`src/rtl/aes_cbc_pkcs7_pad_if.sv`:
```
// Byte-wide AXI-Stream bundle shared by the upstream frame source and the AES core side.
// The slave view has no tkeep because every input beat carries exactly one valid byte.
interface axis_if;
  logic       tvalid;
  logic       tready;
  logic [7:0] tdata;
  logic       tuser;
  logic       tlast;
  logic       tkeep;

  modport master (output tvalid, tdata, tuser, tlast, tkeep, input tready);
  modport slave  (input tvalid, tdata, tuser, tlast, output tready);
endinterface

```
`src/rtl/aes_cbc_pkcs7_pad.sv`:
```
// Framing front-end for an AES-256-CBC core: passes key/IV/payload through with zero latency
// and, for encrypt frames, appends PKCS#7 padding bytes after the last payload byte.
module aes_cbc_pkcs7_pad (
  input  logic    Clk,
  input  logic    Rst_n,
  axis_if.slave   S_axis,
  axis_if.master  M_axis,
  output logic    Frame_err
);

  typedef enum logic [1:0] {ST_HEADER, ST_PAYLOAD, ST_PAD} state_e;

  localparam logic [5:0] HDR_LAST = 6'd47;

  state_e     state_q, state_d;
  logic [5:0] hdr_cnt_q, hdr_cnt_d;
  logic [3:0] blk_cnt_q, blk_cnt_d;
  logic [4:0] pad_cnt_q, pad_cnt_d;
  logic [4:0] pad_val_q, pad_val_d;
  logic       enc_q, enc_d;
  logic       err_q, err_d;

  logic       s_beat;
  logic       m_beat;
  logic       enc_now;
  logic       hdr_last;
  logic [3:0] blk_inc;
  logic [4:0] pad_len;

  assign s_beat   = S_axis.tvalid && S_axis.tready;
  assign m_beat   = M_axis.tvalid && M_axis.tready;
  // The direction bit is only latched on header byte 0, so use the live value on that beat.
  assign enc_now  = (hdr_cnt_q == 6'd0) ? S_axis.tuser : enc_q;
  assign hdr_last = (hdr_cnt_q == HDR_LAST);
  assign blk_inc  = blk_cnt_q + 4'd1;
  // A completed block (blk_inc wrapped to 0) yields 16 naturally from the subtraction.
  assign pad_len  = 5'd16 - {1'b0, blk_inc};

  assign M_axis.tkeep = 1'b1;
  assign Frame_err    = err_q;

  // Datapath / handshake muxing; all outputs are forced quiet while reset is held.
  always_comb begin
    // NOTE: every output gets a default first so no path can infer a latch.
    M_axis.tvalid = 1'b0;
    M_axis.tdata  = 8'h00;
    M_axis.tuser  = 1'b0;
    M_axis.tlast  = 1'b0;
    S_axis.tready = 1'b0;
    if (Rst_n) begin
      unique case (state_q)
        ST_HEADER: begin
          M_axis.tvalid = S_axis.tvalid;
          S_axis.tready = M_axis.tready;
          M_axis.tdata  = S_axis.tdata;
          M_axis.tuser  = enc_now;
          M_axis.tlast  = S_axis.tlast && !(hdr_last && enc_now);
        end
        ST_PAYLOAD: begin
          M_axis.tvalid = S_axis.tvalid;
          S_axis.tready = M_axis.tready;
          M_axis.tdata  = S_axis.tdata;
          M_axis.tuser  = enc_q;
          M_axis.tlast  = S_axis.tlast && !enc_q;
        end
        ST_PAD: begin
          M_axis.tvalid = 1'b1;
          M_axis.tdata  = {3'b000, pad_val_q};
          M_axis.tuser  = enc_q;
          M_axis.tlast  = (pad_cnt_q == 5'd1);
        end
        default: ;
      endcase
    end
  end

  always_comb begin
    state_d   = state_q;
    hdr_cnt_d = hdr_cnt_q;
    blk_cnt_d = blk_cnt_q;
    pad_cnt_d = pad_cnt_q;
    pad_val_d = pad_val_q;
    enc_d     = enc_q;
    err_d     = 1'b0;
    unique case (state_q)
      ST_HEADER: if (s_beat) begin
        if (hdr_cnt_q == 6'd0) enc_d = S_axis.tuser;
        if (S_axis.tlast) begin
          hdr_cnt_d = 6'd0;
          if (hdr_last && enc_now) begin
            pad_val_d = 5'd16;
            pad_cnt_d = 5'd16;
            state_d   = ST_PAD;
          end else begin
            err_d = 1'b1;
          end
        end else if (hdr_last) begin
          hdr_cnt_d = 6'd0;
          blk_cnt_d = 4'd0;
          state_d   = ST_PAYLOAD;
        end else begin
          hdr_cnt_d = hdr_cnt_q + 6'd1;
        end
      end
      ST_PAYLOAD: if (s_beat) begin
        blk_cnt_d = blk_inc;
        if (S_axis.tlast) begin
          if (enc_q) begin
            pad_val_d = pad_len;
            pad_cnt_d = pad_len;
            state_d   = ST_PAD;
          end else begin
            err_d   = (blk_inc != 4'd0);
            state_d = ST_HEADER;
          end
        end
      end
      ST_PAD: if (m_beat) begin
        pad_cnt_d = pad_cnt_q - 5'd1;
        if (pad_cnt_q == 5'd1) state_d = ST_HEADER;
      end
      default: state_d = ST_HEADER;
    endcase
  end

  // NOTE: state registers use non-blocking assignments so every flop samples pre-edge values.
  always_ff @(posedge Clk or negedge Rst_n) begin
    if (!Rst_n) begin
      state_q   <= ST_HEADER;
      hdr_cnt_q <= 6'd0;
      blk_cnt_q <= 4'd0;
      pad_cnt_q <= 5'd0;
      pad_val_q <= 5'd0;
      enc_q     <= 1'b0;
      err_q     <= 1'b0;
    end else begin
      state_q   <= state_d;
      hdr_cnt_q <= hdr_cnt_d;
      blk_cnt_q <= blk_cnt_d;
      pad_cnt_q <= pad_cnt_d;
      pad_val_q <= pad_val_d;
      enc_q     <= enc_d;
      err_q     <= err_d;
    end
  end

endmodule

```
`src/flat_wrapper.sv`:
```
// flat-port wrapper written by rule: the top's interface ports become plain ports
module aes_cbc_pkcs7_pad_flat 
  (Clk, Rst_n, Frame_err, S_axis_tvalid, S_axis_tdata, S_axis_tuser, S_axis_tlast, S_axis_tready, M_axis_tvalid, M_axis_tdata, M_axis_tuser, M_axis_tlast, M_axis_tkeep, M_axis_tready);
  axis_if S_axis_i ();
  axis_if M_axis_i ();
  input  logic Clk;
  input  logic Rst_n;
  output logic Frame_err;
  input wire logic [$bits(S_axis_i.tvalid)-1:0] S_axis_tvalid;
  input wire logic [$bits(S_axis_i.tdata)-1:0] S_axis_tdata;
  input wire logic [$bits(S_axis_i.tuser)-1:0] S_axis_tuser;
  input wire logic [$bits(S_axis_i.tlast)-1:0] S_axis_tlast;
  output wire logic [$bits(S_axis_i.tready)-1:0] S_axis_tready;
  output wire logic [$bits(M_axis_i.tvalid)-1:0] M_axis_tvalid;
  output wire logic [$bits(M_axis_i.tdata)-1:0] M_axis_tdata;
  output wire logic [$bits(M_axis_i.tuser)-1:0] M_axis_tuser;
  output wire logic [$bits(M_axis_i.tlast)-1:0] M_axis_tlast;
  output wire logic [$bits(M_axis_i.tkeep)-1:0] M_axis_tkeep;
  input wire logic [$bits(M_axis_i.tready)-1:0] M_axis_tready;
  assign S_axis_i.tvalid = S_axis_tvalid;
  assign S_axis_i.tdata = S_axis_tdata;
  assign S_axis_i.tuser = S_axis_tuser;
  assign S_axis_i.tlast = S_axis_tlast;
  assign S_axis_tready = S_axis_i.tready;
  assign M_axis_tvalid = M_axis_i.tvalid;
  assign M_axis_tdata = M_axis_i.tdata;
  assign M_axis_tuser = M_axis_i.tuser;
  assign M_axis_tlast = M_axis_i.tlast;
  assign M_axis_tkeep = M_axis_i.tkeep;
  assign M_axis_i.tready = M_axis_tready;
  aes_cbc_pkcs7_pad u_core (.Clk(Clk), .Rst_n(Rst_n), .S_axis(S_axis_i), .M_axis(M_axis_i), .Frame_err(Frame_err));
endmodule
```
`config.mk`:
```
export PLATFORM = sky130hd
export DESIGN_NAME = aes_cbc_pkcs7_pad_flat
export DESIGN_NICKNAME = d
export VERILOG_FILES = /design/src/rtl/aes_cbc_pkcs7_pad_if.sv /design/src/rtl/aes_cbc_pkcs7_pad.sv /design/src/flat_wrapper.sv
export SDC_FILE = /design/constraint.sdc
export NUM_CORES = 1
export LEC_CHECK = 0
export CAP_MARGIN = 5
export CORE_UTILIZATION = 54
export CTS_CLUSTER_DIAMETER = 120
export DETAILED_ROUTE_END_ITERATION = 8
export PLACE_DENSITY = 0.8
export RECOVER_POWER = 100
export SLEW_MARGIN = 20
export SYNTH_ARGS = -nofsm -noshare
export SYNTH_HDL_FRONTEND = slang
export SYNTH_SLANG_ARGS = --single-unit
```
`constraint.sdc`:
```
create_clock -name Clk -period 2.5 [get_ports Clk]
set_clock_uncertainty 0.2 [all_clocks]
set_input_delay 0.5 -clock Clk [delete_from_list [all_inputs] [get_ports Clk]]
set_output_delay 0.5 -clock Clk [all_outputs]
set_load 0.02 [all_outputs]
```
Yosys cells after proc, flatten, opt, wreduce, memory -nomap -nowiden
Cells that the tools add are included.
Widths: inputs -> output; s select.
- mux-type cells: 44
- add/sub/neg operators: 4
- equality and inequality tests: 16
- reductions and logical operators: 19
- operators by type and width (kind ; number):
    $mux 5 ; 7
    $mux 2 ; 9
    $mux 4 ; 4
    $pmux 8 s2 ; 1
    $pmux 5 s3 ; 1
    $ne 2x1->1 const B ; 7
    $reduce_and 7->1 ; 2
    $mux 1 ; 12
    $mux 6 ; 2
    $pmux 5 s2 ; 1
    $mux 8 ; 1
    $pmux 4 s2 ; 1
    $reduce_and 8->1 ; 1
    $add 6x1->6 const B ; 1
    $eq 6x6->1 const B ; 1
    $logic_not 6->1 ; 1
    $ne 2x2->1 const B ; 3
    $ne 3x2->1 const B ; 2
    $pmux 1 s2 ; 3
    $pmux 2 s3 ; 1
    $eq 5x1->1 const B ; 1
    $logic_and 1x1->1 ; 5
    $reduce_and 5->1 ; 1
    $sub 5x1->5 const B ; 1
    12 further kinds ; 14
- input bits: 14
- register bits: 24
- output and inout bits: 14
- logic and storage cells: 90

Logic depth before layout (Yosys ltp)
- word-level depth: 7
- depth in mapped cells: 8
- depth with buffers taken out: 7

Worst setup path after synthesis
No wires, ideal clock.
- kind: register -> register
- from: reg u_core.state_q[1]
- to: reg u_core.pad_cnt_q[4]
- data arrival time: 1.810 ns
- cell stages (with the launch flop): 9
- data required time: 2.173 ns
- library setup time: 0.127 ns
- path buffers: 1
- clock period less this slack: 2.137 ns
- path slack: 0.363 ns
- cell sequence: dfrtp_1 > inv_1 > ha_1 > or2_1 > buf_2 > o21ai_1 > o21a_1 > nand2_2 > mux2_1
- cells in the longest elaborated chain, start to end: 7
- elaborated cells on any way between the ends: 20
- classes of those cells: eq/ne: 9; mux: 5; reduce/logical: 6
- ends and longest elaborated chain (element ; line ; RTL):
    from (decl) ; aes_cbc_pkcs7_pad.sv:15 ; state_e state_q, state_d;
    from (signal assigned) ; aes_cbc_pkcs7_pad.sv:137 ; state_q <= state_d;
    $eq 2x1->1 / $logic_not 2->1 (equally long branches) ; aes_cbc_pkcs7_pad.sv:51, aes_cbc_pkcs7_pad.sv:85 ;
    $reduce_or 2->1 (no source line) ; n/a ;
    $pmux 1 s2 / $mux 1 (equally long branches) ; aes_cbc_pkcs7_pad.sv:51 ; unique case (state_q)
    $mux 1 ; aes_cbc_pkcs7_pad.sv:50 ; if (Rst_n) begin
    $logic_and 1x1->1 (on tied branches) ; aes_cbc_pkcs7_pad.sv:31, aes_cbc_pkcs7_pad.sv:30 ;
    $ne 2x1->1 (no source line) ; n/a ;
    $reduce_and 8->1 (no source line) ; n/a ;
    to (signal assigned) ; aes_cbc_pkcs7_pad.sv:140 ; pad_cnt_q <= pad_cnt_d;
    to (decl) ; aes_cbc_pkcs7_pad.sv:18 ; logic [4:0] pad_cnt_q, pad_cnt_d;
Several ways; a longest one is shown, not always the timed one.
A chain may end at the register's enable or synchronous reset.

Worst setup path in the final report
- from: reg u_core.hdr_cnt_q[5]
- to: out M_axis_tuser
- cells in the longest elaborated chain, start to end: 4
- ends and longest elaborated chain (element ; line ; RTL):
    from (decl) ; aes_cbc_pkcs7_pad.sv:16 ; logic [5:0] hdr_cnt_q, hdr_cnt_d;
    from (signal assigned) ; aes_cbc_pkcs7_pad.sv:138 ; hdr_cnt_q <= hdr_cnt_d;
    $logic_not 6->1 ; aes_cbc_pkcs7_pad.sv:33 ; assign enc_now = (hdr_cnt_q == 6'd0) ? S_axis.tuser : enc_q;
    $mux 1 ; n/a ;
    $pmux 1 s2 ; aes_cbc_pkcs7_pad.sv:51 ;
    $mux 1 ; aes_cbc_pkcs7_pad.sv:50 ;
    to (decl) ; flat_wrapper.sv:16 ; output wire logic [$bits(M_axis_i.tuser)-1:0] M_axis_tuser;
No other way between the ends.

==> metrics.md <==
| Metric | Value |
|---|---|
| Total wire length | about 5400 um |
| Number of global-route vias before repair | 1,787 |
| Arrival @ worst endpoint | about 1900 ps |
| Syn Nets | approximately 240 |
| Wirelength per Cell | 16.1 um |
| Worst rel slew slack | ~54% |
| RSZ-0062 raised after global routing | yes |
| Yosys reg bits | 24 |
| TritonCTS buffer count | 3 |
| Die area | about 0.0036 sq mm |
| Switching share of power | 45.9% |
| Post-route ant nets | 0 |
| Vias per inst | 5.77 |
| Starting Density | about three fifths |
| Run status | complete, but fails checks |
| Slew @ Worst Pin | 691 ps |
| Row count | 20 |
| Grt total ovfl | 0 |
| VDD IR-drop max | just under 0.6 mV |
| Vias post-DR | a little under 2,000 |
| Power Internal | between 0.001 and 0.0015 W |
| Core area | 0.00315 sq mm |
| Final Hold Viols | 0 |
| Synth area leader | dfrtp_1 |
| Die Y | 60.4 um |
| Clock Path Buffers | 2 |
| Asr flop ratio synth | 100% |
| Largest net degree at the start of global routing | 14 |
| Net load switching power | around 0.0011 W |
| Final nets | around 320 |
| Worst-path clk slew | ~130 ps |
| First-pass GRT wire length | approximately 8000 um |
| Sequential area share after synthesis | 32.7% |
| Most frequent cells in the layout | 39 x buf_4, 24 x nand2_1, 24 x dfrtp_1 |
| Power per Cell Area | 1000 mW/mm^2 |
| Crit-path max FO | 2 |
| Fin crit period | ~2600 ps |
| Final worst path period share | 104% |
| ANT cells | 0 |
| Dpl hpwl | between 3000 and 4000 um |
| EDFF count, synth | 0 |
| Most used DFF post-synth | dfrtp_1 |
| Area contributors post-synth | dfrtp_1 33%, ha_1 6.1%, nand2_1 4.9% |
| Number of top-level pins | 28 |
| Comb pwr share | approximately 66% |
| Drt initial violations | roughly 140 |
| # fillers | 221 |
| Failing checks | negative setup slack |
| Yosys warns | 0 |
| Slew Viols, Final | 0 |
| Critical path required time | 1800 ps |
| Most common cell after layout, fill and taps aside | buf_4 |
| Max Clock Freq | around 0.39 GHz |
| Avg Cell Area, Syn | approximately 8.4 sq um |
| Cells after synthesis | around 220 |
| Static leakage | roughly 1.1 nW |
| Clock root cell | clkbuf_4 |
| Total GRT Usage | 29.8% |
| Critical path class | reg -> out |
| GP Congestion | roughly 0.93 |
| CTS Sinks | 24 |
| Clock share of power | 7.1% |
| CP Launch Type | register |
| Post-synth cell types | 56 |
| Pre-antenna DRT Iters | 4 |
| Worst Slack Setup Final | -90.0 ps |
| CTS tree | built |
| WHS | 161 ps |
| Port bufs | 26 |
| Initial antenna violation count | 0 |
| Mapped Area | 0.00184 sq mm |
| Area Overhead vs Synth | 35.3% |
| Max H-tree Level | 1 |
| Critical Path Sink Type | output port |
| Number of max-cap violations | 0 |
| Worst hold-check path type | in -> async |
| Tot Pwr | roughly 0.0025 W |
| Chip width | between 60 and 70 um |
| Final setup fails | 2 |
| Drt drc | 0 |
| Clock latency on the worst-skew pair | between 300 and 400 ps |
| Share of the synthesized area in the top cell type | ~33% |
| Post-CTS Hold Buffers | 0 |
| Share of power burned in registers | between 20% and 30% |
| Fraction of layout cells with a size suffix above 1 | around 28% |
==> power by group through the flow <==
| stage | Combinational, W | Clock [W] | Sequential (W) |
|---|---|---|---|
| finish | 0.00165 | 0.000178 | 0.000670 |
| global route | 0.00180 | 0.000196 | 0.000688 |
| CTS | 0.00159 | 0.000181 | 0.000654 |
| detailed placement | 0.00157 | 0 | 0.000661 |
| global placement | 0.00153 | 0 | 0.000654 |
| floorplan | 0.00100 | 0 | 0.000626 |
==> kinds of logic (layout without fill, tap and decap cells) <==
| family | after synthesis | in the layout | share of synthesized area [%] |
|---|---|---|---|
| other | 1 | 1 | 0.204 |
| adder cells (fa/ha/maj) | 9 | 9 | 6.12 |
| XOR/XNOR | 3 | 3 | 1.43 |
| buffers and inverters | 24 | 95 | 6.60 |
| AND/OR/NAND/NOR | 86 | 87 | 24.4 |
| multiplexers | 7 | 7 | 4.22 |
| AO/OA/AOI/OAI | 64 | 64 | 24.4 |
| flip-flops | 24 | 24 | 32.7 |
==> final cells by class <==
class	instances	area, sq um	area share [%]
clock buffers	3	22.5	0.905
inverters	13	48.8	1.96
multi-input cells	171	1180	47.3
flip-flops and latches	24	601	24.1
well taps	44	55.1	2.21
repair buffers	79	584	23.5
==> stage by stage <==
step	instance area (sq um)	util [%]	TNS, ps	cells	worst slack [ps]
after floorplan	1840	-	0	218	363
after global placement	2450	77.6	-4520	324	-261
after detailed placement	2450	77.6	-5740	324	-316
after CTS	2490	79.0	-185	330	-185
after global routing	2490	78.9	-1100	334	-177
final	2490	78.9	-130	334	-90.0
==> Yosys cell counts, types with 2 or more instances <==
| library cell | number |
|---|---|
| mux2_1 | 6 |
| o21ai_1 | 9 |
| clkbuf_1 | 5 |
| ha_1 | 9 |
| a21o_1 | 2 |
| o21ai_0 | 14 |
| nor2_1 | 16 |
| a22o_1 | 2 |
| nand4_1 | 3 |
| o21a_1 | 3 |
| a22oi_1 | 6 |
| buf_2 | 2 |
| or2_1 | 3 |
| buf_6 | 2 |
| a31oi_1 | 4 |
| and3_1 | 4 |
| o31ai_1 | 2 |
| dfrtp_1 | 24 |
| nand3_1 | 9 |
| o211ai_1 | 2 |
| nand2_1 | 24 |
| inv_1 | 12 |
| nor3_1 | 5 |
| a21oi_1 | 7 |
| nor4_1 | 4 |
| o22ai_1 | 3 |
| xor2_1 | 3 |
| nand2b_1 | 3 |
| nor2b_1 | 3 |
==> routing by layer <==
layer	part of all wire [%]	global-route usage [%]
met1	43	38.6
met2	48	51.2
met3	6.8	4.05
met4	2.0	9.63
met5	0	0
==> flip-flops by register name (all words and copies together) (netlist names) <==
register and cells:
u_core.hdr_cnt_q 6, u_core.pad_cnt_q 5, u_core.pad_val_q 5, u_core.blk_cnt_q 4, u_core.state_q 2, u_core.Frame_err 1
u_core.enc_q 1
==> worst paths after layout <==
check / start / endpoint / slack (ps) / cells after the start
worst max-delay path: u_core.hdr_cnt_q[5] / M_axis_tuser / -90 / 6
worst min-delay path: Rst_n / u_core.Frame_err / 160 / 2
worst max register to register: u_core.state_q[0] / u_core.pad_val_q[2] / 100 / 9
worst min register to register: u_core.pad_val_q[0] / u_core.pad_val_q[0] / 310 / 1
max in group asynchronous: Rst_n / u_core.pad_val_q[2] / 1500 / 2
min in group Clk: u_core.pad_val_q[0] / u_core.pad_val_q[0] / 310 / 1
==> timing repair <==
| action | in CTS | in global routing |
|---|---|---|
| pin swaps | 2 | 5 |
| setup endpoints to repair | 12 | 13 |
| buffers inserted | 3 | 3 |
| cloned | 0 | 1 |
| resized for setup | 46 | 20 |
==> critical path, cell delays in order (launching register included) <==
cell and delay, ps:
dfrtp_1 430, nor4_2 310, nand2_1 140, mux2_4 320, a22oi_2 110, nor2_1 90
buf_4 160
Note: power is estimated with default switching activity, not from simulation.
